==> config.mk <==
export PLATFORM = sky130hd
export DESIGN_NAME = cordic_vectoring
export DESIGN_NICKNAME = d
export VERILOG_FILES = /design/src/rtl/cordic_pkg.sv /design/src/rtl/cordic_atan_rom.sv /design/src/rtl/cordic_vectoring.sv
export SDC_FILE = /design/constraint.sdc
export NUM_CORES = 1
export LEC_CHECK = 0
export ABC_AREA = 1
export BUFFER_PORTS_ARGS = -buffer_cell sky130_fd_sc_hd__buf_2
export CAP_MARGIN = 0
export CELL_PAD_IN_SITES_DETAIL_PLACEMENT = 0
export CELL_PAD_IN_SITES_GLOBAL_PLACEMENT = 1
export CORE_MARGIN = 4
export CORE_UTILIZATION = 48
export CTS_CLUSTER_DIAMETER = 100
export DETAILED_ROUTE_END_ITERATION = 6
export PLACE_DENSITY_LB_ADDON = 0.1
export RECOVER_POWER = 100
export SYNTH_ARGS = -nofsm -noshare
export SYNTH_HDL_FRONTEND = slang
export SYNTH_HIERARCHICAL = 1
export SYNTH_SLANG_ARGS = --single-unit
==> constraint.sdc <==
create_clock -name clk -period 11.05 [get_ports clk]
set_input_delay 2.21 -clock clk [delete_from_list [all_inputs] [get_ports clk]]
set_output_delay 2.21 -clock clk [all_outputs]
set_load 0.005 [all_outputs]
==> src/rtl/cordic_pkg.sv <==
// Shared CORDIC definitions: angle constants (LSB = 2^-14 rad), atan table and FSM states.
// Used by both the vectoring and the rotation blocks.
package cordic_pkg;

    localparam int ANGLE_PI   = 51472;
    localparam int ANGLE_PI_2 = 25736;
    localparam int ATAN_DEPTH = 16;

    typedef enum logic [1:0] {
        StIdle,
        StIter,
        StDone
    } cordic_state_e;

    // atan(2^-i) in angle LSBs, rounded to nearest.
    function automatic logic [15:0] atan_lut(input logic [3:0] idx);
        logic [15:0] v;
        v = '0;
        case (idx)
            4'd0:  v = 16'd12868;
            4'd1:  v = 16'd7596;
            4'd2:  v = 16'd4014;
            4'd3:  v = 16'd2037;
            4'd4:  v = 16'd1023;
            4'd5:  v = 16'd512;
            4'd6:  v = 16'd256;
            4'd7:  v = 16'd128;
            4'd8:  v = 16'd64;
            4'd9:  v = 16'd32;
            4'd10: v = 16'd16;
            4'd11: v = 16'd8;
            4'd12: v = 16'd4;
            4'd13: v = 16'd2;
            4'd14: v = 16'd1;
            4'd15: v = 16'd1;
        endcase
        return v;
    endfunction

endpackage

==> src/rtl/cordic_atan_rom.sv <==
// Combinational arctangent table lookup: micro-rotation index to atan(2^-i) in angle LSBs.
module cordic_atan_rom
    import cordic_pkg::*;
(
    input  logic [3:0]  i_step,
    output logic [15:0] o_atan
);

    always_comb begin
        o_atan = atan_lut(i_step);
    end

endmodule

==> src/rtl/cordic_vectoring.sv <==
// Iterative vectoring-mode CORDIC: returns atan2(y, x) and the K-scaled magnitude of (x, y),
// one micro-rotation per clock, with valid/ready handshakes on input and output.
module cordic_vectoring
    import cordic_pkg::*;
#(
    parameter int BITS  = 16,
    parameter int STEPS = 15
) (
    input  logic                   clk,
    input  logic                   rst_n,
    input  logic                   in_valid,
    output logic                   in_ready,
    input  logic signed [BITS:0]   x_in,
    input  logic signed [BITS:0]   y_in,
    output logic                   out_valid,
    input  logic                   out_ready,
    output logic signed [BITS:0]   angle,
    output logic        [BITS+1:0] magnitude
);

    localparam int XWidth = BITS + 3;
    localparam int ZWidth = BITS + 2;
    localparam logic [4:0] LastStep = 5'(STEPS);

    cordic_state_e r_state, w_state_next;

    logic        [4:0]        r_step;
    logic signed [XWidth-1:0] r_x, r_y;
    logic signed [ZWidth-1:0] r_z;
    logic                     r_zero;
    logic signed [BITS:0]     r_angle;
    logic        [BITS+1:0]   r_mag;

    logic        [15:0]       w_atan;
    logic signed [ZWidth-1:0] w_atan_ext;
    logic signed [XWidth-1:0] w_x_ext, w_y_ext;
    logic signed [XWidth-1:0] w_x_sh, w_y_sh;
    logic signed [XWidth-1:0] w_x_pre, w_y_pre;
    logic signed [ZWidth-1:0] w_z_pre;
    logic signed [BITS:0]     w_angle_clamped;

    cordic_atan_rom u_atan_rom (
        .i_step (r_step[3:0]),
        .o_atan (w_atan)
    );

    always_comb begin
        w_atan_ext = ZWidth'(w_atan);
        w_x_ext    = {{2{x_in[BITS]}}, x_in};
        w_y_ext    = {{2{y_in[BITS]}}, y_in};
        w_x_sh     = r_x >>> r_step;
        w_y_sh     = r_y >>> r_step;
    end

    // Fold the left half-plane onto the right so the iterations only need to cover +-pi/2.
    always_comb begin
        w_x_pre = w_x_ext;
        w_y_pre = w_y_ext;
        w_z_pre = '0;
        if (x_in[BITS]) begin
            if (!y_in[BITS]) begin
                w_x_pre = w_y_ext;
                w_y_pre = -w_x_ext;
                w_z_pre = ZWidth'(ANGLE_PI_2);
            end else begin
                w_x_pre = -w_y_ext;
                w_y_pre = w_x_ext;
                w_z_pre = -ZWidth'(ANGLE_PI_2);
            end
        end
    end

    always_comb begin
        w_angle_clamped = r_z[BITS:0];
        if (r_z > ZWidth'(ANGLE_PI)) begin
            w_angle_clamped = (BITS+1)'(ANGLE_PI);
        end else if (r_z < -ZWidth'(ANGLE_PI)) begin
            w_angle_clamped = -(BITS+1)'(ANGLE_PI);
        end
    end

    always_comb begin
        w_state_next = r_state;
        in_ready     = 1'b0;
        out_valid    = 1'b0;
        unique case (r_state)
            StIdle: begin
                in_ready = 1'b1;
                if (in_valid) begin
                    w_state_next = StIter;
                end
            end
            StIter: begin
                if (r_step == LastStep) begin
                    w_state_next = StDone;
                end
            end
            StDone: begin
                out_valid = 1'b1;
                if (out_ready) begin
                    w_state_next = StIdle;
                end
            end
            default: w_state_next = StIdle;
        endcase
    end

    always_ff @(posedge clk or negedge rst_n) begin
        if (!rst_n) begin
            r_state <= StIdle;
            r_step  <= '0;
            r_x     <= '0;
            r_y     <= '0;
            r_z     <= '0;
            r_zero  <= 1'b0;
            r_angle <= '0;
            r_mag   <= '0;
        end else begin
            r_state <= w_state_next;
            if (r_state == StIdle && in_valid) begin
                r_x    <= w_x_pre;
                r_y    <= w_y_pre;
                r_z    <= w_z_pre;
                r_step <= '0;
                r_zero <= (x_in == '0) && (y_in == '0);
            end else if (r_state == StIter) begin
                // The cycle after the last micro-rotation registers the results.
                if (r_step == LastStep) begin
                    r_angle <= r_zero ? '0 : w_angle_clamped;
                    r_mag   <= r_zero ? '0 : r_x[BITS+1:0];
                end else begin
                    r_step <= r_step + 5'd1;
                    if (!r_y[XWidth-1]) begin
                        r_x <= r_x + w_y_sh;
                        r_y <= r_y - w_x_sh;
                        r_z <= r_z + w_atan_ext;
                    end else begin
                        r_x <= r_x - w_y_sh;
                        r_y <= r_y + w_x_sh;
                        r_z <= r_z - w_atan_ext;
                    end
                end
            end
        end
    end

    assign angle     = r_angle;
    assign magnitude = r_mag;

endmodule

Yosys cells after proc, flatten, opt, wreduce, memory -nomap -nowiden
Memory sizes are Yosys's and may differ from the RTL's.
Cells that the tools add are included.

cells by class
  $add $sub $neg = 9
  magnitude comparators = 2
  equality and inequality tests = 7
  shift operators = 2
  muxes and demuxes = 31
  bitwise operators = 1
  reductions and logical operators = 9

operators by type and width
  kind                                                                    count
  19-bit two-way mux                                                      12
  18-bit two-way mux                                                      7
  17-bit two-way mux                                                      3
  19-bit adder                                                            2
  17-bit negation with 19-bit output                                      2
  19-bit by 5-bit >>> shifter with 19-bit output                          2
  19-bit subtractor                                                       2
  17-bit zero test                                                        2
  18-bit by 17-bit adder with 18-bit output                               1
  18-bit by 17-bit > comparator with 1-bit output, second input constant  1
  18-bit by 17-bit < comparator with 1-bit output, second input constant  1
  18-bit by 17-bit subtractor with 18-bit output                          1
  5-bit two-way mux                                                       3
  2-bit two-way mux                                                       3
  2-bit inequality test, second input constant                            3
  2-bit one-hot mux with 3 select lines                                   1
  3-bit AND reduction                                                     2
  5-bit by 1-bit adder with 5-bit output, second input constant           1
  5-bit by 4-bit == test with 1-bit output, second input constant         1
  2-bit by 1-bit == test with 1-bit output, second input constant         1
  2-bit == test, second input constant                                    1
  1-bit logical AND                                                       2
  2-bit zero test                                                         1
  1-bit two-way mux                                                       2
  4 further kinds                                                         4

word-level totals
  register bits = 99
  ROM bits = 224
  bits of input ports = 38
  output and inout bits = 37
  logic and storage cells = 70
  memories = 1

memories
  memory           words  width  read ports  clocked after Yosys merged registers in  wr ports  RTL line          source
  (no name shown)  16     14     1           0                                        0         cordic_pkg.sv:19  case (idx)

Depth between registers and ports, before layout
Gate-level depths: netlist of the first run.

  depth after elaboration = 6
  mapped depth = 32
  depth with buffers taken out = 30

By module
The synthesis of the first run kept the hierarchy.

modules (own cells, without submodules)
  module            instances  cells an instance  area each (µm²)  sequential area each (µm²)
  cordic_vectoring  1          1,759              11,170.7         2,477.4
  cordic_atan_rom   1          60                 346.6            0.0

Worst setup path before layout of the first run
No wires, ideal clock.

  path kind = register to register
  from = reg r_step[0]
  to = reg r_y[18]
  library setup time = 0.117 ns
  arrival = 3.652 ns
  required time = 10.933 ns
  path slack = 7.280 ns
  cell stages (with the launch flop) = 29
  period minus slack after synthesis = 3.770 ns
  cell sequence = dfrtp_1 buf_6 inv_8 buf_6 nand2_1 nand3_1 nand2_1 a21boi_0 o21ai_1 nand2_1 nand3_1 inv_1 ha_1 inv_1 nor2_4 inv_1 nor2_1 nand2_1 nand2_2 o21ai_1 xor2_1 ha_1 inv_1 nor3_1 nand2_1 o311ai_0 nand3_1 nand3_1 nand2_1

on the way
  cells in the longest elaborated chain, start to end = 6

ends and longest elaborated chain
  what                                               RTL line                                          source
  from (decl)                                        cordic_vectoring.sv:27                            logic [4:0] r_step;
  from (signal assigned)                             cordic_vectoring.sv:132                           r_step <= r_step + 5'd1;
  19-bit by 5-bit >>> shifter with 19-bit output     cordic_vectoring.sv:51                            w_x_sh = r_x >>> r_step;
  19-bit subtractor or 19-bit adder (tied branches)  cordic_vectoring.sv:135, cordic_vectoring.sv:139
  19-bit two-way mux                                 cordic_vectoring.sv:133                           if (!r_y[XWidth-1]) begin
  19-bit two-way mux                                 cordic_vectoring.sv:128                           if (r_step == LastStep) begin
  19-bit two-way mux                                 cordic_vectoring.sv:126                           end else if (r_state == StIter) begin
  19-bit two-way mux                                 cordic_vectoring.sv:120                           if (r_state == StIdle && in_valid) begin
  to (signal assigned)                               cordic_vectoring.sv:122                           r_y <= w_y_pre;
  to (signal assigned)                               cordic_vectoring.sv:135                           r_y <= r_y - w_x_sh;
  to (signal assigned)                               cordic_vectoring.sv:139                           r_y <= r_y + w_x_sh;
  to (decl)                                          cordic_vectoring.sv:28                            logic signed [XWidth-1:0] r_x, r_y;

Several ways; a longest one is shown, not always the timed one. The select of a mux whose other input is x is not followed.
A chain may end at the register's enable or synchronous reset.

Final worst setup path of the first run
  from = reg r_step[0]
  to = reg r_z[13]

on the way
  cells in the longest elaborated chain, start to end = 6

ends and longest elaborated chain
  what                                                                                                         RTL line                                          source
  memory 16 x 14 bit                                                                                           --
  18-bit by 17-bit adder with 18-bit output or 18-bit by 17-bit subtractor with 18-bit output (tied branches)  cordic_vectoring.sv:136, cordic_vectoring.sv:140
  18-bit two-way mux                                                                                           cordic_vectoring.sv:133
  18-bit two-way mux                                                                                           cordic_vectoring.sv:128
  18-bit two-way mux                                                                                           cordic_vectoring.sv:126
  18-bit two-way mux                                                                                           cordic_vectoring.sv:120
  to (signal assigned)                                                                                         cordic_vectoring.sv:123                           r_z <= w_z_pre;
  to (signal assigned)                                                                                         cordic_vectoring.sv:136                           r_z <= r_z + w_atan_ext;
  to (signal assigned)                                                                                         cordic_vectoring.sv:140                           r_z <= r_z - w_atan_ext;
  to (decl)                                                                                                    cordic_vectoring.sv:29                            logic signed [ZWidth-1:0] r_z;

Several ways; a longest one is shown, not always the timed one. The select of a mux whose other input is x is not followed.

==> results of run 1 <==
critical path: stages (launching register included):
cell and delay (ns):
sky130_fd_sc_hd__dfrtp_1 0.44, sky130_fd_sc_hd__clkbuf_1 0.82, sky130_fd_sc_hd__ha_1 0.58, sky130_fd_sc_hd__nand2_1 0.09, sky130_fd_sc_hd__nor2_1 0.05, sky130_fd_sc_hd__ha_1 0.23, sky130_fd_sc_hd__nor2_1 0.80, sky130_fd_sc_hd__inv_1 0.55
sky130_fd_sc_hd__nand2_2 0.17, sky130_fd_sc_hd__clkbuf_1 2.15, sky130_fd_sc_hd__o21ai_0 0.68, sky130_fd_sc_hd__inv_1 0.37, sky130_fd_sc_hd__a22oi_1 0.11
routing by layer:
metal,track usage [%],vias up,share of wire [%]
met2,53.60,402,50
met3,3.392,88,4.8
met5,0,-,0
li1,-,6186,-
met4,12.12,0,4.6
met1,36.82,5812,41
sequential cells by signal, summed over array words and instances (netlist names):
name / cells
r_x: 19
angle: 17
r_zero: 1
r_state: 2
r_step: 5
r_y: 19
magnitude: 18
r_z: 18
cells in the mapped netlist, drive strengths merged, types with 11 or more instances:
master / n
nand2: 486
nand3: 198
inv: 188
nor2: 170
a21oi: 143
o21ai: 140
dfrtp: 99
ha: 71
buf: 39
xor2: 36
a31oi: 35
clkbuf: 34
o211ai: 24
xnor2: 22
nor3: 20
nand4: 17
a21o: 15
a22oi: 11
o31ai: 11
logic make-up (layout without fill, tap and decap cells):
group | after synthesis | after routing | share of synthesized area (%)
muxes | 1 | 1 | 0.09777
and+or+nand+nor | 902 | 902 | 34.60
AOI/OAI and AO/OA | 419 | 419 | 21.16
DFF | 99 | 99 | 21.51
adders and majority gates | 74 | 74 | 8.235
buffers and inverters | 265 | 294 | 9.886
xor gates and xnor gates | 58 | 58 | 4.476
other | 1 | 2 | 0.03256
through the flow:
step	setup slack (ns)	instance area, um^2	hold slack, ns
after global placement	6.290	11980	0.4533
after floorplan	7.280	11520	0.4537
after detailed placement	6.231	11980	0.4617
after global routing	3.364	12250	0.4879
after CTS	6.224	12300	0.4817
final	3.822	12250	0.4774
layout make-up:
class	instances	area, um^2
inverters	192	730.7
clock buffers	9	225.2
repair buffers	86	422.9
multi-input cells	1456	7898
fillers	2568	11300
clock inverters	7	93.84
well taps	319	399.1
flip-flops and latches	99	2477
worst paths after layout:
| path | start | to | slack [ns] | cells after the start |
|---|---|---|---|---|
| setup / recovery | r_step[0] | r_z[13] | 3.82 | 12 |
| hold / removal | angle[11] | angle[11] | 0.48 | 1 |
| setup reg to reg | r_step[0] | r_z[13] | 3.82 | 12 |
| hold reg to reg | angle[11] | angle[11] | 0.48 | 1 |
| max in group asynchronous | rst_n | r_x[0] | 4.69 | 2 |
| min in group asynchronous | rst_n | angle[13] | 2.53 | 1 |
==> results summary, run 1 <==
The number of standard-cell rows in the floorplan is 56. The fraction of registers with async set/reset came out at 100.0%. The iteration-0 DRC count of the detailed router is 1,102. The critical path required time is 11.27 ns. The sum of routed wire length over all layers is 40,240 um. The max-slew violation count was 257. The number of sinks handled by clock tree synthesis is 99. Static timing analysis puts the maximum clock frequency at 0.1384 GHz. The area growth from synthesis to layout is 6.333%. The final reports fail on capacitance limit, slew limit. Summing over every cut layer, the via total after detailed routing is 12,490.

The synthesized design contains 99 register bits. The count of buffers added on input and output ports is 74. The dominant cell type by area after synthesis is sky130_fd_sc_hd__dfrtp_1. The routability congestion estimate came out at 1.012.

The number of placed cells counting well taps came out at 2,152. The reported max-cap violation count came out at 5. Clock skew on the completed layout was measured at 0.01762 ns. The detail route stage leaves a number of antenna-violating nets equal to 0. After clock tree synthesis, the clock-pin slew on the worst setup and hold paths is 0.09 ns. During I/O placement, the number of pins put on the boundary was 75. Detailed placement finished with a half-perimeter wire length of 31,540 um. The area of the core came out at 23,540 um^2.

The post-detailed-route wirelength per cell is 18.56 um. Measured along the y axis, the die boundary spans 162.9 um. Setup repair after global routing left no endpoint under its margin. The measured slew at the worst slew-check pin is 3.063 ns.

The number of remaining DRC errors is 0. The share of the synthesized area in the top cell type came out at 21.51%. The nature of the critical path startpoint is a flip-flop.

The initial cell density of the core came out at 48.92%. In the routed layout, each cell is associated on average with a via count of 5.760. Hold repair after CTS inserted 0 buffers.

The final standard cell utilization of the core came out at 52.02%. The clock insertion delay at the later pin of the skew report is 0.37 ns. The worst min-delay path class is flip-flop to flip-flop. The number of global-route vias before repair came out at 11,750. The final-report hold violation count came out at 0. The post-route netlist has 8.599% of its cells at a drive strength greater than 1. STA classifies the critical path endpoint as a flip-flop. The root buffer cell chosen for the clock tree is sky130_fd_sc_hd__clkbuf_16. The worst path needs 7.228 ns of the cycle, external delays included. The setup TNS is 0 ns. Yosys printed 6 warnings. The width of the die came out at 162.9 um. In the global route stage, overall resource usage came out at 30.02%.

After the last flow step, the layout net total stands at 1,956. In the post-synthesis netlist, the biggest area contributors are sky130_fd_sc_hd__dfrtp_1 (22%), sky130_fd_sc_hd__nand2_1 (15%), sky130_fd_sc_hd__nand3_1 (7.9%). The die outline area is 26,540 um^2. The post-route clock period utilization is 65.41%. The initial antenna violation count came out at 0.

In this run the tightest slew margin relative to its limit is -104.2%. The global-route wire length before repair came out at 63,340 um. The netlist area before placement came out at 11,520 um^2. The run finished, with violations left. The TritonCTS buffer count came out at 9. The total grt overflow is 0. TritonCTS built the clock tree. Buffers added to address setup during post-CTS repair amount to 0. The pre-antenna-repair detailed-routing pass consisted of 6 iterations. The maximum number of pins on one net before global-route repair came out at 73. The arrival time at the worst endpoint came out at 7.44 ns. Among all flip-flop cells after synthesis, the most frequent one is sky130_fd_sc_hd__dfrtp_1. Of all nets on the critical path, the largest fanout is 72.

The netlist uses 59 different library cells. The proportion of synthesized chip area in sequential cells came out at 21.51%. The H-tree depth came out at 3. In the synthesized netlist, the number of instances is 1,819.

Setup violations remaining at the end of the flow were counted as 0. A synthesized cell averages 6.332 um^2. The critical path in this run is classified as flip-flop to flip-flop. The final non-filler cell total came out at 2,168. Leaving out fill and tap cells, the most frequent cell in the layout is sky130_fd_sc_hd__nand2_1. The antenna diode instance count came out at 0. The top cell types in the final layout, fill and taps aside, are sky130_fd_sc_hd__nand2_1 (465), sky130_fd_sc_hd__nand3_1 (181), sky130_fd_sc_hd__inv_1 (178). The count of cells resized by post-cts repair came out at 0. The buffer levels on the longest clock path is 2. The number of flops mapped to enable cells by yosys came out at 0.
Power of run 1 is left out: the tool's default activity adds up to more than one toggle a clock period on the data nets, which glitch-free logic cannot reach.
==> inputs of run 2 (changes only) <==
Settings changed: CORE_UTILIZATION 48 to 45.
Clock period 11.05 ns to 7.4 ns, I/O delays scaled along.
==> run 2 against run 1 <==
  * The run still ends with capacitance limit, slew limit left
  * Die area grew 6.3%
  * Routed wire length up 2.7%
  * Critical path type unchanged
  * Core utilization fell by 3.5 points
  * Non-clock buffer count stayed put
  * Flip-flop and latch count stayed put
  * Final cell count up 0.51%
  * Cell area shrank 0.27%
  * Sequential share of layout area rose by 0.054 points
  * Fmax up 37%
  * Count of clock-buffer cells in the layout unchanged
==> results summary, run 2 (synthesized netlist as in run 1, its figures left out) <==
The setup clock skew after layout is 0.01462 ns (-0.002997 ns). The final instance area came out at 12,210 um^2 (-0.27%). The initial antenna violation count came out at 0 (unchanged). The depth of the worst register-to-register path is 28 (+16). The critical path is of the flip-flop to flip-flop type. The total I/O pin count is 75 (unchanged). The antenna diode instance count is 0 (unchanged). The worst max-slew margin expressed relative to the limit is -28.13% (+76 points).

The reported max-cap violation count came out at 2 (-3). The slack of the worst reg-to-reg path came out at 2.12 ns (-1.70 ns). The area of the core is 25,180 um^2 (+7.0%). The post-detailed-route wirelength per cell came to 18.96 um (+2.1%). The die outline area is 28,220 um^2 (+6.3%).

The buffer levels on the longest clock path is 2 (unchanged). The number of nets in the layout came to 1,956 (unchanged). The vertical die dimension came out at 168.0 um (+3.1%).

Setup repair after global routing left no endpoint under its margin. The placed instance area is 11,990 um^2 (+0.12%). The critical path required time came out at 7.70 ns (-3.57 ns).

The slowest stage of the critical path is the sky130_fd_sc_hd__o311ai_0 cell. The max-slew violation count came out at 73 (-72%). The clock period minus final worst setup slack is 5.278 ns (-1.950 ns). The final-report hold violation count is 0 (unchanged). The iteration-0 DRC count of the detailed router is 1,103 (+0.091%). The critical-path maximum fanout came out at 46 (-36%). The final setup violation count came out at 0 (unchanged). The residual antenna-violating net count after detailed routing came to 0 (unchanged).

The number of remaining DRC errors is 0 (unchanged). The final-layout worst hold slack came out at 0.4761 ns (-0.001271 ns). The number of standard-cell rows in the floorplan is 58 (+3.6%).

The global-route total usage across every layer is 28.70% (-1.3 points). The library cells used most frequently in the layout, excluding fill and tap cells, are sky130_fd_sc_hd__nand2_1 (466), sky130_fd_sc_hd__nand3_1 (184), sky130_fd_sc_hd__inv_1 (178). In this run the worst setup path begins at r_step[0]. The measured slew at the worst slew-check pin came out at 1.922 ns (-1.141 ns).

The area growth from synthesis to layout is 6.051%. The TritonCTS buffer count came to 9 (unchanged). The sum of routed wire length over all layers came out at 41,310 um (+2.7%).

The routability congestion estimate was 0.9663 (-4.5%). The first-pass iteration count of the detailed router came out at 5 (-1). The total grt overflow came out at 0 (unchanged). The hold-fix buffer count after cts came to 0 (unchanged).

The number of buffers added for setup after CTS came out at 0 (unchanged). TritonCTS built the clock tree. The via density per instance came out at 5.714 (-0.80%).

In this run the critical register-to-register path is launched from r_step[0]. The library cell used most frequently in the layout, excluding fill and tap cells, is sky130_fd_sc_hd__nand2_1. The H-tree depth is 3 (unchanged). The placed wire-length estimate after detailed placement came to 32,680 um (+3.6%). The endpoint of the most critical register-to-register path is r_x[18].

The via count of the routed design came out at 12,450 (-0.30%). The post-route clock period utilization came to 71.32% (+5.9 points). The final non-filler cell total is 2,179 (+0.51%). The initial cell density of the core is 45.74% (-3.2 points). The number of global-route vias before repair came out at 11,760 (+0.068%). The destination of the critical timing path is r_x[18]. The setup TNS is 0 ns (unchanged). The count of cells resized by post-cts repair was 0 (unchanged). The maximum number of pins on one net before global-route repair is 73 (unchanged). The final reports fail on capacitance limit, slew limit. The number of port buffers was 74 (unchanged).

The clock transition time at the flip-flop clock pins of the worst setup and hold paths is 0.08 ns (about the same). The clock insertion delay at the later pin of the skew report is 0.37 ns (about the same). The number of placed cells counting well taps is 2,163 (+0.51%). The peak per-stage delay on the critical path is 0.54 ns (-1.61 ns). The fraction of final layout cells with drive strength greater than 1 is 8.275% (-0.32 points). The min-delay analysis places its worst path in the category flip-flop to flip-flop. STA classifies the critical path startpoint as a flip-flop. The largest registers in the layout are r_x x19, r_y x19.

The global-route wire length before repair came out at 64,680 um (+2.1%). The number of sinks handled by clock tree synthesis is 99 (unchanged). The kind of end point of the critical path is a flip-flop. The fmax is 0.1895 GHz (+37%). The flow ran to the end, but the final reports show violations.

The arrival time at the worst endpoint came to 5.58 ns (-1.86 ns). The width of the die came out at 168.0 um (+3.1%). The clock root buffer master is sky130_fd_sc_hd__clkbuf_16. By instance count, the cell type seen most on the critical path is sky130_fd_sc_hd__nand2_1.
-- run 2: changes by cell type in the layout (fill, tap and decap cells not counted), sizes merged --
cell and change:
clkinv -2, inv +2, clkbuf -1, buf +1
-- run 2: final cells by class --
| class | instances | area [um^2] |
|---|---|---|
| inverter | 192 | 730.7 |
| sequential | 99 | 2477 |
| clock buffer | 9 | 225.2 |
| clock inverter | 7 | 76.32 |
| multi-input combinational | 1456 | 7860 |
| fill | 2751 | 12970 |
| timing repair buffer | 86 | 431.7 |
| tap | 330 | 412.9 |
-- run 2: per-stage QoR --
stage / util, % / setup WS [ns]
after detailed placement: 47.62 / 2.574
after CTS: 48.82 / 2.541
final: 48.50 / 2.122
after floorplan: - / 3.630
after global placement: 47.62 / 2.567
after global routing: 48.50 / 1.432
-- run 2: worst min-delay path by stage --
stage                          from        end  depth (start not counted)
after floorplan              r_zero     r_zero                          2
after global placement    angle[11]  angle[11]                          1
after detailed placement  angle[10]  angle[10]                          1
after CTS                  angle[5]   angle[5]                          1
after global routing      angle[10]  angle[10]                          1
final                      angle[5]   angle[5]                          1
-- run 2: routing by layer --
metal | wire length [um] | share of wire, % | GRT usage (%)
met1 | 17190 | 42 | 35.64
met5 | 0 | 0 | 0
met3 | 1879 | 4.5 | 2.911
met4 | 1718 | 4.2 | 11.22
met2 | 20520 | 50 | 51.15
-- run 2: worst max-delay path, delay by kind of cell (launching register included) --
family	cells	cell delay [ns]
compound gates	5	1.36
simple gates	17	1.98
fa+ha+maj	2	0.67
buf+inv	4	0.76
flops	1	0.37
Power of run 2 is left out for the same reason.
